### src/rtl/uart_rx_frame.sv
// uart_rx_frame
// UART receive-side frame decoder. The serial line is oversampled at
// PRESCALE clocks per bit. A low level seen in IDLE starts a frame. Each bit
// is decided by a 3-sample majority vote around the bit centre. Data is
// shifted in LSB first. The optional parity bit and the stop bit are
// checked, and the result is reported with one-cycle strobes.
//
// Ports
//   clk        system clock
//   rst        asynchronous active-low reset
//   rx_in      serial line, idle high, already synchronized upstream
//   par_en     1 = frame carries a parity bit (latched at start detect)
//   par_typ    1 = odd parity, 0 = even parity (latched at start detect)
//   p_data     last correctly received byte
//   data_valid one-cycle pulse: p_data updated with a good frame
//   par_err    one-cycle pulse: parity mismatch in the completed frame
//   stp_err    one-cycle pulse: stop bit sampled low in the completed frame
//   busy       high while a frame is in progress (state != IDLE)
//
// Handshake: the outputs are push-only strobes with no ready. data_valid,
// par_err and stp_err are asserted for exactly the one cycle after the
// stop bit's last tick. p_data is valid whenever data_valid is high, and it
// holds its value until the next good frame.
module uart_rx_frame #(
    parameter int PRESCALE   = 8,
    parameter int DATA_WIDTH = 8
) (
    input  logic                  clk,
    input  logic                  rst,
    input  logic                  rx_in,
    input  logic                  par_en,
    input  logic                  par_typ,
    output logic [DATA_WIDTH-1:0] p_data,
    output logic                  data_valid,
    output logic                  par_err,
    output logic                  stp_err,
    output logic                  busy
);

    localparam int EW = $clog2(PRESCALE);
    localparam int BW = $clog2(DATA_WIDTH + 1);

    localparam logic [EW-1:0] TICK_ONE  = EW'(1);
    localparam logic [EW-1:0] TICK_LAST = EW'(PRESCALE - 1);
    localparam logic [EW-1:0] SAMP_A    = EW'(PRESCALE / 2 - 1);
    localparam logic [EW-1:0] SAMP_B    = EW'(PRESCALE / 2);
    localparam logic [EW-1:0] SAMP_C    = EW'(PRESCALE / 2 + 1);
    localparam logic [BW-1:0] BIT_ONE   = BW'(1);
    localparam logic [BW-1:0] BIT_LAST  = BW'(DATA_WIDTH - 1);

    localparam logic [2:0] IDLE   = 3'd0;
    localparam logic [2:0] START  = 3'd1;
    localparam logic [2:0] DATA   = 3'd2;
    localparam logic [2:0] PARITY = 3'd3;
    localparam logic [2:0] STOP   = 3'd4;

    logic [2:0]            state;
    logic [EW-1:0]         edge_cnt;
    logic [BW-1:0]         bit_cnt;
    logic [1:0]            samp;
    logic [DATA_WIDTH-1:0] shreg;
    logic                  par_en_q;
    logic                  par_typ_q;
    logic                  par_bad;
    logic                  stp_bad;

    logic last_tick;
    logic samp_end;
    logic bit_val;
    logic par_exp;
    logic stp_bad_now;

    // The third vote is taken straight from rx_in. This lets the bit decision
    // be used on the closing tick of the sample window.
    always_comb begin
        last_tick   = (edge_cnt == TICK_LAST);
        samp_end    = (edge_cnt == SAMP_C);
        bit_val     = (samp[0] & samp[1]) | (samp[0] & rx_in) | (samp[1] & rx_in);
        par_exp     = par_typ_q ? ~(^shreg) : (^shreg);
        // When PRESCALE is 4, the stop sample and the final tick fall on the
        // same cycle. The completion decision therefore also includes the
        // stop vote being taken in this cycle.
        stp_bad_now = stp_bad | ((state == STOP) & samp_end & ~bit_val);
    end

    assign busy = (state != IDLE);

    always_ff @(posedge clk or negedge rst) begin
        if (!rst) begin
            state      <= IDLE;
            edge_cnt   <= '0;
            bit_cnt    <= '0;
            samp       <= '0;
            shreg      <= '0;
            par_en_q   <= 1'b0;
            par_typ_q  <= 1'b0;
            par_bad    <= 1'b0;
            stp_bad    <= 1'b0;
            p_data     <= '0;
            data_valid <= 1'b0;
            par_err    <= 1'b0;
            stp_err    <= 1'b0;
        end else begin
            data_valid <= 1'b0;
            par_err    <= 1'b0;
            stp_err    <= 1'b0;

            if (state != IDLE) begin
                edge_cnt <= last_tick ? '0 : edge_cnt + TICK_ONE;
            end
            if (edge_cnt == SAMP_A) samp[0] <= rx_in;
            if (edge_cnt == SAMP_B) samp[1] <= rx_in;

            case (state)
                IDLE: begin
                    // The detecting clock is tick 0, so the count resumes at 1.
                    if (!rx_in) begin
                        state     <= START;
                        edge_cnt  <= TICK_ONE;
                        bit_cnt   <= '0;
                        par_en_q  <= par_en;
                        par_typ_q <= par_typ;
                        par_bad   <= 1'b0;
                        stp_bad   <= 1'b0;
                    end
                end
                START: begin
                    if (samp_end && bit_val) begin
                        state    <= IDLE;
                        edge_cnt <= '0;
                    end else if (last_tick) begin
                        state <= DATA;
                    end
                end
                DATA: begin
                    if (samp_end) shreg <= {bit_val, shreg[DATA_WIDTH-1:1]};
                    if (last_tick) begin
                        if (bit_cnt == BIT_LAST) begin
                            bit_cnt <= '0;
                            state   <= par_en_q ? PARITY : STOP;
                        end else begin
                            bit_cnt <= bit_cnt + BIT_ONE;
                        end
                    end
                end
                PARITY: begin
                    if (samp_end && (bit_val != par_exp)) par_bad <= 1'b1;
                    if (last_tick) state <= STOP;
                end
                STOP: begin
                    if (samp_end && !bit_val) stp_bad <= 1'b1;
                    if (last_tick) begin
                        state <= IDLE;
                        if (!par_bad && !stp_bad_now) begin
                            p_data     <= shreg;
                            data_valid <= 1'b1;
                        end else begin
                            par_err <= par_bad;
                            stp_err <= stp_bad_now;
                        end
                    end
                end
                default: state <= IDLE;
            endcase
        end
    end

endmodule
### config.mk
export PLATFORM = sky130hd
export DESIGN_NAME = uart_rx_frame
export DESIGN_NICKNAME = d
export VERILOG_FILES = /design/src/rtl/uart_rx_frame.sv
export SDC_FILE = /design/constraint.sdc
export NUM_CORES = 1
export LEC_CHECK = 0
export CAP_MARGIN = 20
export CORE_AREA = 2 2 69 71
export DETAILED_ROUTE_END_ITERATION = 6
export DIE_AREA = 0 0 71 73
export PLACE_DENSITY = 0.65
export RECOVER_POWER = 100
export SLEW_MARGIN = 20
export SYNTH_ARGS = -nofsm -noshare
export SYNTH_HDL_FRONTEND = slang
export SYNTH_SLANG_ARGS = --single-unit
### constraint.sdc
create_clock -name clk -period 1.64 [get_ports clk]
set_input_delay 0.246 -clock clk [delete_from_list [all_inputs] [get_ports clk]]
set_output_delay 0.246 -clock clk [all_outputs]
set_load 0.005 [all_outputs]
==> reports/qor.yml, run 1 <==
status: "finished, violations left"
violations: "setup timing"
drive_gt1_share_pct: 48.60
htreeDepth: 2
start_util_pct: 37.60
r2r_start: "edge_cnt[1]$_DFF_PN0_"
setup_violations: 3
power_switching_mw: 1.705
antenna_found_initial: 0
syn2layout_area_growth_pct: 51.14
r2r_end: "state[0]$_DFFE_PN0P_"
cts_hold_repair.buffers: 0
vias: 1359
first_global_vias: 1417
syn_nets: 158
worstPathCellList: "inv_2 > ha_4 > nand2_4 > a221oi_4 > o311a_4 > mux2_4"
grt_start_max_net_pins: 36
gp_congestion: 0.7936
final.setup.worst_slack_ns: -0.03652
power_density_mw_per_mm2: 1891
hold_class: "flop to flop"
ys_seq_area_share_pct: 51.36
critPathMaxFanout: 4
root_buffer: "clkbuf_8"
drt_iter0_markers: 50
ys_async_sr_fraction_pct: 100.0
p_leak_nw: 1.185
regArea_um2: 880.8
netSwitchingFraction_pct: 34.99
rsz0062_at_grt: "true"
critical-path-max-stage-delay_ns: 0.42
crit_buf_inv: 1
fin_crit_ns: 1.677
critPathLaunch: "edge_cnt[1]$_DFF_PN0_"
dr.pass1.iters: 4
cts.sinks: 35
clock.fmax_mhz: 596.5
core.rowCount: 25
hpwlAfterDp_um: 2474
max-clock-path-buffers: 2
nets: 224
crit_type: "flop to flop"
maxCapViolCount: 0
synth-seq-cells: 35
yosysWarnings: 0
crit_slowest_cell: "dfrtp_1"
cts_tree: "built"
grt_pass1_wl_um: 6499
grt.total_usage_pct: 16.16
critPathCaptureType: "flop"
clk_pin_slew_ns: 0.08
post_drt_wl_per_cell_um: 15.25
syn_area_per_cell_um2: 11.60
synth_edf_count: 0
io_pins: 17
slew_violations: 0
irDropWorstVdd_mv: 1.131
die_h_um: 73
startpoint_type: "flop"
skew_ns: 0.006323
whs_path_depth: 1
cp.arrival_ns: 1.86
ant_nets: 0
crit_required_ns: 1.82
r2r_slack_ns: -0.04
dieArea_mm2: 0.005183
multi_input_area_um2: 953.4
ff2ff_path_depth: 6
whs_endpoint: "bit_cnt[3]$_DFFE_PN0P_"
core_mm2: 0.004536
fin_crit_sh_pct: 102.2
vias_per_cell: 5.071
final_util_pct: 56.83
fin_tns_setup_ns: -0.05189
overflow: 0
power_frac_seq_pct: 28.0
final-hold-violation-count: 0
fillers: 366
slew_headroom_pct: 42.28
clkLatencyLatePin_ns: 0.30
p_clk_share_pct: 19.3
diodes: 0
ys_types: 39
synth_flop_cell: "dfrtp_1"
finalWirelength_um: 4086
port_buffers: 16
die_x_um: 71
syn_area_mm2: 0.001705
crit_family: "compound AO/OA/AOI/OAI gates"
cts_buffers: 5
drc: 0
synthCells: 147
tightest_slew_ns: 0.8658
min-delay-start: "bit_cnt[3]$_DFFE_PN0P_"
p_int_mw: 3.168
p_comb_share_pct: 52.7
[cell usage after synthesis, types with 3 or more instances]
library cell	count	share of area [%]
a21oi_1	4	1.2
dfrtp_1	35	51
ha_1	6	4.4
inv_1	7	1.5
mux2_2	19	13
nand2_1	8	1.8
nand3_1	4	1.2
nand4_1	3	1.1
nor2_1	10	2.2
nor3_1	4	1.2
o21ai_0	6	1.8
o22ai_1	3	1.1
xnor2_1	7	3.6
[power groups by stage]
stage               clock, mW  sequential [mW]  combinational (mW)
finish                  0.940             1.37                2.57
detailed placement          0             1.38                1.76
CTS                     0.968             1.34                2.25
global placement            0             1.36                1.70
floorplan                   0             1.28                1.20
global route             1.00             1.40                2.78
[registers in the layout (all words and copies together) (netlist names)]
signal and flops:
shreg 8, bit_cnt 4, stp_err 1, edge_cnt 3
data_valid 1, state 3, par_typ_q 1, par_en_q 1
samp 2, par_err 1, par_bad 1, p_data 8
stp_bad 1
[cells in the final DEF, fill, tap and decap left out, drive strengths merged]
cell / n
buf: 45
dfrtp: 35
mux2: 20
clkdlybuf4s50: 14
nor2: 13
nand2: 10
xnor2: 7
inv: 7
o21ai: 7
clkbuf: 6
ha: 6
a21oi: 4
nor3: 4
nand3: 4
o22ai: 3
nand4: 3
nand3b: 2
nand2b: 2
xor2: 2
bufinv: 2
a21boi: 1
a221oi: 1
and2b: 1
o22a: 1
maj3: 1
nor2b: 1
nor3b: 1
o311a: 1
and2: 1
a31oi: 1
o41ai: 1
nor4: 1
or3: 1
or3b: 1
a21o: 1
clkinvlp: 1
dlygate4sd3: 1
dlygate4sd2: 1
[worst register-to-register path, cell delays in order (launching register included)]
cell and delay [ns]:
dfrtp_1 0.42, inv_2 0.09, ha_4 0.14, nand2_4 0.06, a221oi_4 0.32, o311a_4 0.23, mux2_4 0.30
[cell type report]
type / count / share of cell area [%]
Clock buffer: 5 / 2.670
Sequential cell: 35 / 34.17
Timing Repair Buffer: 62 / 19.90
Multi-Input combinational cell: 102 / 36.99
Inverter: 7 / 1.019
Clock inverter: 3 / 2.621
Tap cell: 54 / 2.621
[metrics by stage]
stage / hold WS, ns / setup slack [ns] / power [mW] / area (um^2) / cells
CTS: 0.3806 / -0.006135 / 4.563 / 2437 / 261
finish: 0.4944 / -0.03652 / 4.874 / 2577 / 268
detailed placement: 0.4744 / -0.2422 / 3.139 / 2121 / 240
floorplan: -0.04959 / -0.005653 / 2.476 / 1722 / 147
global placement: 0.4571 / -0.2653 / 3.059 / 2121 / 240
global route: 0.5206 / -0.09490 / 5.184 / 2577 / 268
[kinds of logic after synthesis]
group	synth area share [%]
simple gates	14.23
buf+inv	3.375
flops	51.36
mux	13.43
xor+xnor	4.622
fa+ha+maj	5.209
compound gates	7.778
[how the worst max path moves through the flow]
stage / cells past startpoint / end
5_1_grt: 6 / state[0]$_DFFE_PN0P_
2_1_floorplan: 6 / bit_cnt[0]$_DFFE_PN0P_
3_3_place_gp: 5 / par_typ_q$_DFFE_PN0P_
4_1_cts: 6 / state[0]$_DFFE_PN0P_
6_report: 6 / state[0]$_DFFE_PN0P_
3_5_place_dp: 6 / p_data[7]$_DFFE_PN0P_
[repair_timing]
action	4_1_cts	5_1_grt
resized for setup	24	18
buffers inserted	13	6
hold endpoints to repair	0	0
pin swaps	4	13
gates cloned	0	1
setup endpoints to repair	14	25
[per-layer routing]
metal,wire length [um],vias to the layer above,GRT usage [%]
li1,-,653,-
met1,1738,675,19.01
met2,2139,22,27.31
met3,121,9,4.834
met4,87,0,7.338
met5,0,-,0
(Power assumes the default switching activity.)
==> inputs of run 2 (changes only) <==
clock period = 1.4 ns   (was 1.64 ns; I/O delays follow)
==> reports/qor.yml, run 2 (synthesis gave the netlist of run 1 again) <==
slew_headroom_pct: 41.30  # was 42.28%
cts.sinks: 35  # unchanged
fin_tns_setup_ns: -3.676  # was -0.05189 ns
die_h_um: 73  # unchanged
dr.pass1.iters: 4  # unchanged
vias: 1382  # was 1,359
cp.arrival_ns: 1.84  # was 1.86 ns
dieArea_mm2: 0.005183  # unchanged
post_dp_cell_area_mm2: 0.002266  # was 0.002121 mm^2
reg_top3: "p_data: 8 flops, shreg: 8 flops, bit_cnt: 4 flops"  # unchanged
p_leak_nw: 1.238  # was 1.185 nW
crit_slowest_cell: "dfrtp_2"  # was dfrtp_1
worstPathCellList: "ha_2 > ha_4 > nand3b_1 > o311a_4 > mux2_4"  # was inv_2 > ha_4 > nand2_4 > a221oi_4 > o311a_4 > mux2_4
root_buffer: "clkbuf_8"  # unchanged
antenna_found_initial: 0  # unchanged
drt_iter0_markers: 74  # was 50
critPathCaptureType: "flop"  # unchanged
die_x_um: 71  # unchanged
diodes: 0  # unchanged
slew_violations: 0  # unchanged
rsz0062_at_grt: "true"  # unchanged
skew_ns: 0.009349  # was 0.006323 ns
core.rowCount: 25  # unchanged
first_global_vias: 1436  # was 1,417
setup_violations: 28  # was 3
cts_tree: "built"  # unchanged
crit_family: "flip-flops"  # was compound AO/OA/AOI/OAI gates
core_mm2: 0.004536  # unchanged
final-hold-violation-count: 0  # unchanged
io_pins: 17  # unchanged
status: "finished, violations left"  # unchanged
clk_pin_slew_ns: 0.08  # about the same
irDropWorstVdd_mv: 1.478  # was 1.131 mV
final.setup.worst_slack_ns: -0.2562  # was -0.03652 ns
cts_buffers: 5  # unchanged
most-common-layout-cells: "buf_4 (38), dfrtp_1 (32), clkdlybuf4s50_1 (13)"  # was buf_4 (42), dfrtp_1 (31), mux2_2 (18)
grt_start_max_net_pins: 36  # unchanged
vias_per_cell: 5.100  # was 5.071
ant_nets: 0  # unchanged
nets: 228  # was 224
start_util_pct: 37.60  # unchanged
p_total_mw: 5.753  # was 4.874 mW
drc: 0  # unchanged
maxCapViolCount: 0  # unchanged
htreeDepth: 2  # unchanged
hold_class: "flop to flop"  # unchanged
clkLatencyLatePin_ns: 0.29  # was 0.30 ns
overflow: 0  # unchanged
critical-path-max-stage-delay_ns: 0.45  # was 0.42 ns
final_common_cell: "buf_4"  # unchanged
design_area_mm2: 0.002664  # was 0.002577 mm^2
clock.fmax_mhz: 603.8  # was 596.5 MHz
power_density_mw_per_mm2: 2160  # was 1891 mW/mm^2
post_drt_wl_per_cell_um: 15.10  # was 15.25 um
drive_gt1_share_pct: 53.46  # was 48.60%
violations: "setup timing"  # unchanged
startpoint_type: "flop"  # unchanged
port_buffers: 16  # unchanged
fin_crit_sh_pct: 118.3  # was 102.2%
post-place-ws_ns: -0.4673  # was -0.2422 ns
hpwlAfterDp_um: 2522  # was 2474 um
grt_pass1_wl_um: 6789  # was 6499 um
max-clock-path-buffers: 2  # unchanged
finalWirelength_um: 4093  # was 4086 um
fin_crit_ns: 1.656  # was 1.677 ns
crit_type: "flop to flop"  # unchanged
critPathMaxFanout: 5  # was 4
grt.total_usage_pct: 16.67  # was 16.16%
tightest_slew_ns: 0.8805  # was 0.8658 ns
gp_congestion: 0.8252  # was 0.7936
crit_required_ns: 1.58  # was 1.82 ns
crit_buf_inv: 0  # was 1
syn2layout_area_growth_pct: 56.20  # was 51.14%
[run 2: changes by cell type in the layout (fill, tap and decap cells not counted), sizes merged]
cell and change:
buf +5, bufinv -2, clkbuf +2, clkdlybuf4s50 -1, clkinv +1, clkinvlp -1
nand2 -1
[run 2: path summary, 6_finish.rpt]
kind,from,to,slack [ns],depth (start not counted)
setup / recovery,edge_cnt[0]$_DFF_PN0_,state[0]$_DFFE_PN0P_,-0.26,5
hold / removal,p_data[4]$_DFFE_PN0P_,p_data[4]$_DFFE_PN0P_,0.50,1
setup reg to reg,edge_cnt[0]$_DFF_PN0_,state[0]$_DFFE_PN0P_,-0.26,5
hold reg to reg,p_data[4]$_DFFE_PN0P_,p_data[4]$_DFFE_PN0P_,0.50,1
max in group asynchronous,rst,state[2]$_DFFE_PN0P_,0.22,2
min in group asynchronous,rst,state[0]$_DFFE_PN0P_,0.58,2
[run 2: timing repair]
| action | in CTS | in global routing |
|---|---|---|
| pin swaps | 7 | 6 |
| hold buffers | 0 | 0 |
| gates resized for setup | 38 | 16 |
| buffers inserted | 10 | 7 |
| setup endpoints to repair | 29 | 32 |
[run 2: where the power goes]
part / internal [mW] / switching (mW) / total (mW)
Clock: 0.386 / 0.364 / 0.750
Combinational: 2.02 / 1.43 / 3.45
Sequential: 1.28 / 0.268 / 1.55
[run 2: metrics by stage]
stage               utilization (%)  instances  hold WS (ns)
floorplan                         -        147      -0.08559
global placement              49.96        248        0.4880
detailed placement            49.96        248        0.4932
CTS                           56.83        265        0.2901
global route                  58.73        271        0.5235
finish                        58.73        271        0.5042
[run 2: final cells by class]
cell class                 count  area (um^2)
fill                         348         1872
tap                           54        67.56
inverter                       7        26.28
sequential                    35        879.6
clock inverter                 1        5.005
clock buffer                   6        82.58
timing repair buffer          67        588.1
multi-input combinational    101         1015
[run 2: metal layers]
metal,track usage (%),routed length [um],up-vias
met2,27.73,2061,28
met3,4.282,135,6
met5,0,0,-
met1,20.70,1848,694
li1,-,-,654
met4,6.918,48,0
==> inputs of run 3 (changes only) <==
CORE_AREA = 2 2 50 98   (was 2 2 69 71)
DIE_AREA = 0 0 52 100   (was 0 0 71 73)
PLACE_DENSITY = 0.64   (was 0.65)
==> reports/qor.yml, run 3 (synthesis gave the netlist of run 1 again) <==
finalWirelength_um: 4090  # was 4093 um
cts_buffers: 5  # unchanged
antenna_found_initial: 0  # unchanged
reg_top3: "p_data: 8 flops, shreg: 8 flops, bit_cnt: 4 flops"  # unchanged
regArea_um2: 879.6  # unchanged
ant_nets: 0  # unchanged
post_dp_cell_area_mm2: 0.002252  # was 0.002266 mm^2
fin_crit_sh_pct: 117.4  # was 118.3%
final_util_pct: 60.06  # was 58.73%
critPathCaptureType: "flop"  # unchanged
final_common_cell: "buf_4"  # unchanged
cp.arrival_ns: 1.83  # was 1.84 ns
crit_family: "compound AO/OA/AOI/OAI gates"  # was flip-flops
die_x_um: 52  # was 71 um
dr.pass1.iters: 4  # unchanged
startpoint_type: "flop"  # unchanged
start_util_pct: 37.81  # was 37.60%
io_pins: 17  # unchanged
irDropWorstVdd_mv: 1.518  # was 1.478 mV
holdWs_ns: 0.5094  # was 0.5042 ns
port_buffers: 16  # unchanged
post_drt_wl_per_cell_um: 14.93  # was 15.10 um
design_area_mm2: 0.002709  # was 0.002664 mm^2
slew_headroom_pct: 39.66  # was 41.30%
grt_pass1_wl_um: 6699  # was 6789 um
critPathMaxFanout: 4  # was 5
crit_type: "flop to flop"  # unchanged
violations: "setup timing"  # unchanged
status: "finished, violations left"  # unchanged
vias: 1383  # was 1,382
drc: 0  # unchanged
clk_pin_slew_ns: 0.07  # was 0.08 ns
multi_input_area_mm2: 0.001042  # was 0.001015 mm^2
tightest_slew_ns: 0.9051  # was 0.8805 ns
nets: 229  # was 228
syn2layout_area_growth_pct: 58.84  # was 56.20%
final-hold-violation-count: 0  # unchanged
drive_gt1_share_pct: 55.71  # was 53.46%
gp_congestion: 0.7712  # was 0.8252
drt_iter0_markers: 18  # was 74
power_density_mw_per_mm2: 2090  # was 2160 mW/mm^2
hpwlAfterDp_um: 2480  # was 2522 um
max-clock-path-buffers: 2  # unchanged
vias_per_cell: 5.047  # was 5.100
cts_hold_repair.buffers: 0  # unchanged
core_mm2: 0.004511  # was 0.004536 mm^2
crit_slowest_cell: "dfrtp_1"  # was dfrtp_2
crit_buf_inv: 1  # was 0
slew_violations: 0  # unchanged
critical-path-max-stage-delay_ns: 0.42  # was 0.45 ns
most-common-layout-cells: "buf_4 (34), dfrtp_1 (32), buf_6 (15)"  # was buf_4 (38), dfrtp_1 (32), clkdlybuf4s50_1 (13)
cts.sinks: 35  # unchanged
r2r_slack_ns: -0.24  # was -0.26 ns
first_global_vias: 1414  # was 1,436
final.setup.worst_slack_ns: -0.2436  # was -0.2562 ns
grt_start_max_net_pins: 36  # unchanged
cts_tree: "built"  # unchanged
overflow: 0  # unchanged
maxCapViolCount: 0  # unchanged
clkLatencyLatePin_ns: 0.30  # was 0.29 ns
rsz0062_at_grt: "true"  # unchanged
dieArea_mm2: 0.005200  # was 0.005183 mm^2
crit_required_ns: 1.59  # was 1.58 ns
p_leak_nw: 1.235  # was 1.238 nW
core.rowCount: 35  # was 25
clock.fmax_mhz: 608.4  # was 603.8 MHz
root_buffer: "clkbuf_8"  # unchanged
die_h_um: 100  # was 73 um
worstPathCellList: "inv_2 > ha_4 > nand2_4 > a221oi_4 > o311a_4 > mux2_4"  # was ha_2 > ha_4 > nand3b_1 > o311a_4 > mux2_4
diodes: 0  # unchanged
grt.total_usage_pct: 17.50  # was 16.67%
setup_violations: 30  # was 28
skew_ns: 0.008447  # was 0.009349 ns
htreeDepth: 2  # unchanged
fin_crit_ns: 1.644  # was 1.656 ns
hold_class: "flop to flop"  # unchanged
fillers: 352  # was 348
==> run 3: cell types whose count changed in the layout (fill, tap and decap cells not counted), sizes merged <==
cell / before / now
clkdlybuf4s25: 0 / 4
clkdlybuf4s50: 13 / 9
clkinvlp: 0 / 2
clkbuf: 8 / 7
nand2: 9 / 10
==> run 3: report_power, final <==
part           switching, mW  internal (mW)
Sequential             0.278           1.28
Combinational           1.41           1.95
Clock                  0.395          0.346
Total                   2.09           3.58
==> run 3: worst register-to-register path, cell delays in order, from the launching register on <==
cell and delay [ns]:
dfrtp_1 0.42, inv_2 0.09, ha_4 0.14, nand2_4 0.07, a221oi_4 0.30, o311a_4 0.22
mux2_4 0.29
==> run 3: path summary, 6_finish.rpt <==
| path | startpoint | to | cells past startpoint |
|---|---|---|---|
| max | edge_cnt[1]$_DFF_PN0_ | state[0]$_DFFE_PN0P_ | 6 |
| min | p_data[3]$_DFFE_PN0P_ | p_data[3]$_DFFE_PN0P_ | 1 |
| max reg2reg | edge_cnt[1]$_DFF_PN0_ | state[0]$_DFFE_PN0P_ | 6 |
| min reg2reg | p_data[3]$_DFFE_PN0P_ | p_data[3]$_DFFE_PN0P_ | 1 |
| max in group asynchronous | rst | state[1]$_DFFE_PN0P_ | 2 |
| min in group asynchronous | rst | samp[0]$_DFFE_PN0N_ | 2 |
==> run 3: metal layers <==
layer  global-route usage, %  vias up  share of wire [%]
li1                        -      657                  -
met2                   29.02       20                 55
met4                   8.704        0                2.1
met5                       0        -                  0
met3                   4.018        8                3.0
met1                   20.59      698                 40
==> run 3: cell type report <==
cell class                      count  area share, %
Clock buffer                        5          2.540
Sequential cell                    35          32.47
Timing Repair Buffer               67          22.26
Clock inverter                      3         0.7390
Tap cell                           55          2.540
Multi-Input combinational cell    102          38.48
Inverter                            7         0.9700
==> run 3: stage by stage <==
stage | std cells | TNS [ns] | power (mW) | setup slack (ns)
4_1_cts | 272 | -3.357 | 5.354 | -0.2373
6_report | 274 | -4.643 | 5.663 | -0.2436
5_1_grt | 274 | -6.374 | 6.015 | -0.3064
3_5_place_dp | 247 | -9.184 | 3.949 | -0.4827
2_1_floorplan | 147 | -2.330 | 3.018 | -0.1608
3_3_place_gp | 247 | -8.290 | 3.880 | -0.4479
==> run 3: repair_timing <==
item,CTS,global route
resized for setup,37,32
pin swaps,11,7
cloned,1,0
setup endpoints to repair,29,34
buffers inserted,16,4
==> RTL edit 1, RTL diff (settings of run 2) <==
`PRESCALE`: 8 -> 4.
--- a/src/rtl/uart_rx_frame.sv
+++ b/src/rtl/uart_rx_frame.sv
@@ -22,7 +22,7 @@
 // stop bit's last tick. p_data is valid whenever data_valid is high, and it
 // holds its value until the next good frame.
 module uart_rx_frame #(
-    parameter int PRESCALE   = 8,
+    parameter int PRESCALE   = 4,
     parameter int DATA_WIDTH = 8
 ) (
     input  logic                  clk,
Behaviour: not the same (Yosys sat finds a counterexample within 10 cycles, from zero or initial values and one cycle with rst low).
==> RTL edit 1 against run 2 <==
Core utilization down 6.0 points; cell area down 10%; sequential share of layout area up 2.7 points; combinational power down 42%; worst setup slack better by 0.037 ns; power down 29%; the flow still finishes with violations (negative setup slack); wire length down 8.2%; largest power group unchanged; global-route usage down 1.3 points; die area unchanged; sequential cell count down 1; hold slack better by 0.012 ns; synthesized area down 4.8%.
==> RTL edit 1: results (changes against run 2) <==
The final total negative setup slack came out at -3.41 ns (+0.266 ns). The number of global-route vias before repair is 1312 (-8.6%). The share of flip-flops with an asynchronous set or reset after synthesis came out at 1.00 (unchanged).

The flow ran to the end, but the final reports show violations. The slew at the pin with the worst max-slew slack came out at 0.823 ns (-0.0577 ns). The fraction of the yosys area taken by sequential cells came out at 0.524 (+0.0103).

The kind of cell with the highest combined delay along the critical path is simple AND/OR/NAND/NOR gates. The worst hold path cell count came out at 1 (unchanged). The violation count after the first detailed-route iteration came to 63 (-15%). The final setup slack of the worst path is -0.219 ns (+0.0370 ns). The detailed-router iteration count before antenna repair came out at 4 (unchanged). The count of synthesis-stage warnings from yosys was 0 (unchanged). The cell count after synthesis is 132 (-10%). The number of nets at the end of the flow came to 196 (-14%). The count of H-tree levels built during CTS came out at 2 (unchanged).

The library cell used as clock root buffer is clkbuf_8. The total of buffers placed on input and output ports is 16 (unchanged). The initial antenna violation count is 0 (unchanged). The total via count after detailed routing came out at 1220 (-12%). The leakage power came out at 1.17 nW (-5.4%). The peak supply drop came out at 0.000574 V (-61%). The clock latency on the worst-skew pair came out at 0.28 ns. The largest registers in the layout are p_data: 8 flops, shreg: 8 flops, bit_cnt: 4 flops. The largest incremental delay on the critical path came to 0.56 ns (+0.11 ns). The number of buffers on the longest clock path is 2 (unchanged).

The total CTS buffers was 5 (unchanged). The final weighted congestion of routability-driven global placement was 0.741 (-10%). The worst hold path belongs to the class flop to flop. The largest fanout of any net on the critical path came out at 5 (unchanged).

The post-synth net total came out at 141 (-11%). The prevailing post-synth register cell is dfrtp_1. The number of failing setup endpoints in the final timing report came out at 26 (-7.1%). Sorting the synthesized cells by how often they occur yields dfrtp_1, mux2_2, mux2_4, nor2_1, o21ai_0.

The arrival time at the worst endpoint came out at 1.78 ns (-0.06 ns). The total wire length was 3760 um (-8.2%). The worst clock skew is 0.00400 ns (-0.00535 ns). The startpoint of the most critical register-to-register path is samp[1]. The startpoint identified for the worst hold timing path is p_data[4]. The worst register-to-register path ends at p_data[5].

The cell count after placement is 223 (-10%). The global routing usage summed across all routing layers came to 0.154 (-0.0126). The pin count of the biggest net entering global routing came out at 35 (-2.8%). The CTS clock-pin slew for the worst setup and hold paths came out at 0.07 ns. The non-filler instance count after layout is 242 (-11%). The HPWL after detailed placement came out at 2290 um (-9.3%). The share of layout cells above drive strength 1 came out at 0.484 (-0.0505). The post-cts hold buffer count came out at 0 (unchanged). The highest-delay cell along the critical path is or4_4. The final reports fail on negative setup slack.

The number of distinct library cells after synthesis came out at 38 (-2.6%). The path with the worst hold slack has its endpoint at p_data[4]. The length in cells of the worst reg-to-reg path is 4 (-1).

By area the synthesized netlist is led by dfrtp_1, mux2_2, mux2_4. The wire length of the first global-routing pass came out at 6220 um (-8.4%).
==> RTL edit 1: changes by cell type after synthesis, sizes merged, moves of 2 or more <==
cell	delta
nand4	-2
nand2	-2
nor3	-3
buf	+2
nor2	-4
nand3b	-2
inv	-2
nand3	-2
ha	-2
==> RTL edit 1: worst max path at each step <==
| stage | startpoint | endpoint | slack [ns] | cells after the start |
|---|---|---|---|---|
| floorplan | edge_cnt[0] | p_data[0] | -0.31 | 6 |
| CTS | state[1] | busy | -0.24 | 3 |
| global route | state[1] | p_data[5] | -0.28 | 4 |
| finish | samp[1] | p_data[5] | -0.22 | 4 |
| global placement | rx_in | p_data[1] | -0.52 | 5 |
| detailed placement | rx_in | p_data[1] | -0.54 | 5 |
==> RTL edit 1: cell families after synthesis <==
family | Yosys count | synth area share
XOR/XNOR | 8 | 0.0516
AO/OA/AOI/OAI | 22 | 0.0847
buffers and inverters | 12 | 0.0439
flip-flops | 34 | 0.524
multiplexers | 20 | 0.156
AND/OR/NAND/NOR | 31 | 0.102
adder cells (fa/ha/maj) | 5 | 0.0370
==> RTL edit 1: cell type report <==
| type | instances | area [um2] |
|---|---|---|
| Sequential cell | 34 | 855 |
| Inverter | 5 | 18.8 |
| Clock buffer | 7 | 86.3 |
| Multi-Input combinational cell | 88 | 887 |
| Tap cell | 54 | 67.6 |
| Fill cell | 379 | 2140 |
| Clock inverter | 1 | 5.00 |
| Timing Repair Buffer | 53 | 473 |
==> RTL edit 1: what timing repair did <==
item                       4_1_cts  5_1_grt
pin swaps                        8        4
cloned                           2        0
buffers inserted                10        0
setup endpoints to repair       28       31
resized for setup               38       20
==> RTL edit 1: where the power goes <==
part / switching (mW) / internal (mW) / total, mW
registers: 0.186 / 1.19 / 1.38
logic: 0.839 / 1.15 / 1.99
clock network: 0.337 / 0.396 / 0.734
==> RTL edit 1: through the flow <==
stage                     hold slack [ns]  worst slack (ns)  instance area, um2
final                               0.516            -0.219                2390
after global routing                0.526            -0.277                2390
after CTS                           0.307            -0.239                2360
after floorplan                   -0.0856            -0.314                1630
after global placement              0.457            -0.520                2030
after detailed placement            0.466            -0.544                2030
==> RTL edit 1: layer usage <==
layer	share of wire	wire, um	track usage
met3	0.031	115	0.0373
met4	0.024	89	0.0797
met2	0.53	1980	0.259
met5	0	0	0
met1	0.42	1570	0.184
==> RTL edit 2, RTL diff (settings of run 2) <==
Made on the original files. Register the output `data_valid` once more, cleared by the reset; this adds one clock of latency there. The other outputs are not delayed to match. Comments in the files are not updated.
--- a/src/rtl/uart_rx_frame.sv
+++ b/src/rtl/uart_rx_frame.sv
@@ -54,6 +54,8 @@
     localparam logic [2:0] PARITY = 3'd3;
     localparam logic [2:0] STOP   = 3'd4;
 
+    logic data_valid_s0;
+
     logic [2:0]            state;
     logic [EW-1:0]         edge_cnt;
     logic [BW-1:0]         bit_cnt;
@@ -97,11 +99,11 @@
             par_bad    <= 1'b0;
             stp_bad    <= 1'b0;
             p_data     <= '0;
-            data_valid <= 1'b0;
+            data_valid_s0 <= 1'b0;
             par_err    <= 1'b0;
             stp_err    <= 1'b0;
         end else begin
-            data_valid <= 1'b0;
+            data_valid_s0 <= 1'b0;
             par_err    <= 1'b0;
             stp_err    <= 1'b0;
 
@@ -153,7 +155,7 @@
                         state <= IDLE;
                         if (!par_bad && !stp_bad_now) begin
                             p_data     <= shreg;
-                            data_valid <= 1'b1;
+                            data_valid_s0 <= 1'b1;
                         end else begin
                             par_err <= par_bad;
                             stp_err <= stp_bad_now;
@@ -165,4 +167,12 @@
         end
     end
 
+    always_ff @(posedge clk or negedge rst) begin
+        if (!rst) begin
+            data_valid <= '0;
+        end else begin
+            data_valid <= data_valid_s0;
+        end
+    end
+
 endmodule
Check against the original RTL: no difference found for any inputs over 10 cycles, from zero or initial values and one cycle with rst low; that may be too few to reach the edited logic, so the function may still have changed.
==> RTL edit 2 against run 2 <==
The run still ends with negative setup slack left; hold slack got worse by 0.14 ns; non-clock buffer count decreased by 8; sequential cell count increased by 1; cell area increased by 1.1%; sequential share of layout area increased by 0.56 points; synthesized cell count unchanged; wire length increased by 0.49%; clock skew decreased by 0.0040 ns; worst setup slack got worse by 0.16 ns; synthesized area increased by 2.1%; critical endpoint is now p_data[2]; highest routed layer unchanged.
Power is not compared: it rests on default switching activity, and its combinational part moved more than twofold at a synthesized area within 25%.
==> RTL edit 2: results (changes against run 2) <==
The number of distinct library cells after synthesis is 37 (-5.1%). The share of layout cells above drive strength 1 is 0.531 (-0.00346). The startpoint of the most critical register-to-register path is edge_cnt[1]. The flow ran to the end, but the final reports show violations. The final-layout non-clock buffer area share came to 0.195 (-0.0257). The worst hold path terminates at data_valid. The pin count of the biggest net entering global routing is 37 (+2.8%). The number of ordinary and repair buffers in the finished layout came out at 59 (-12%).

The final weighted congestion of routability-driven global placement came to 0.811 (-1.8%). The final reports fail on negative setup slack. The relative area of clock buffers and inverters in the final design came to 0.0399 (+0.00706). The HPWL after detailed placement is 2600 um (+3.2%). The worst clock skew came out at 0.00539 ns (-0.00396 ns). The number of nets at the end of the flow came out at 219 (-3.9%). After synthesis, the cell types taking the most area are dfrtp_1, mux2_2, mux2_4. The wire length of the first global-routing pass is 6660 um (-1.9%). The fraction of the yosys area taken by sequential cells came out at 0.518 (+0.00404).

The proportion of cell area occupied by registers is 0.336 (+0.00561). The violation count after the first detailed-route iteration was 90 (+22%). The met2 layer usage reported by global route is 0.301 (+0.0239). The count of multi-input combinational gates came to 97 (-4.0%). The number of failing setup endpoints in the final timing report was 28 (unchanged).

The global routing usage summed across all routing layers came out at 0.170 (+0.00333). The worst max-slew margin expressed relative to the limit came out at 0.411 (-0.00185). The critical path ends at p_data[2]. The final setup slack of the worst path came out at -0.414 ns (-0.157 ns).

The fill cell total of the finished layout came out at 343 (-1.4%). The post-place setup slack was -0.621 ns (-0.154 ns). In the synthesized netlist, the cells that appear most often are dfrtp_1, mux2_2, nand2_1, inv_1.
## RTL edit 2: per-stage QoR
step	area, um2	std cells	hold WS [ns]	TNS [ns]
floorplan	1810	147	-0.0856	-5.50
global placement	2210	239	0.334	-8.96
detailed placement	2210	239	0.350	-10.00
CTS	2480	255	0.298	-6.72
global route	2690	263	0.368	-7.28
finish	2690	263	0.360	-5.88
## RTL edit 2: cell families after synthesis
| logic type | synth area share |
|---|---|
| mux | 0.147 |
| flops | 0.518 |
| fa+ha+maj | 0.0510 |
| compound gates | 0.0618 |
| xor+xnor | 0.0482 |
| simple gates | 0.134 |
| buf+inv | 0.0410 |
## RTL edit 2: repair_timing
action	CTS	global route
gates resized for setup	31	46
buffers inserted	7	11
pin swaps	6	13
endpoints found under the setup margin	29	40
hold endpoints to repair	0	0
cloned	1	0
## RTL edit 2: metal layers
metal  vias to the layer above  routed length, um
li1                        637                  -
met1                       667               1710
met2                        31               2200
met3                         9                133
met4                         0                 72
met5                         -                  0
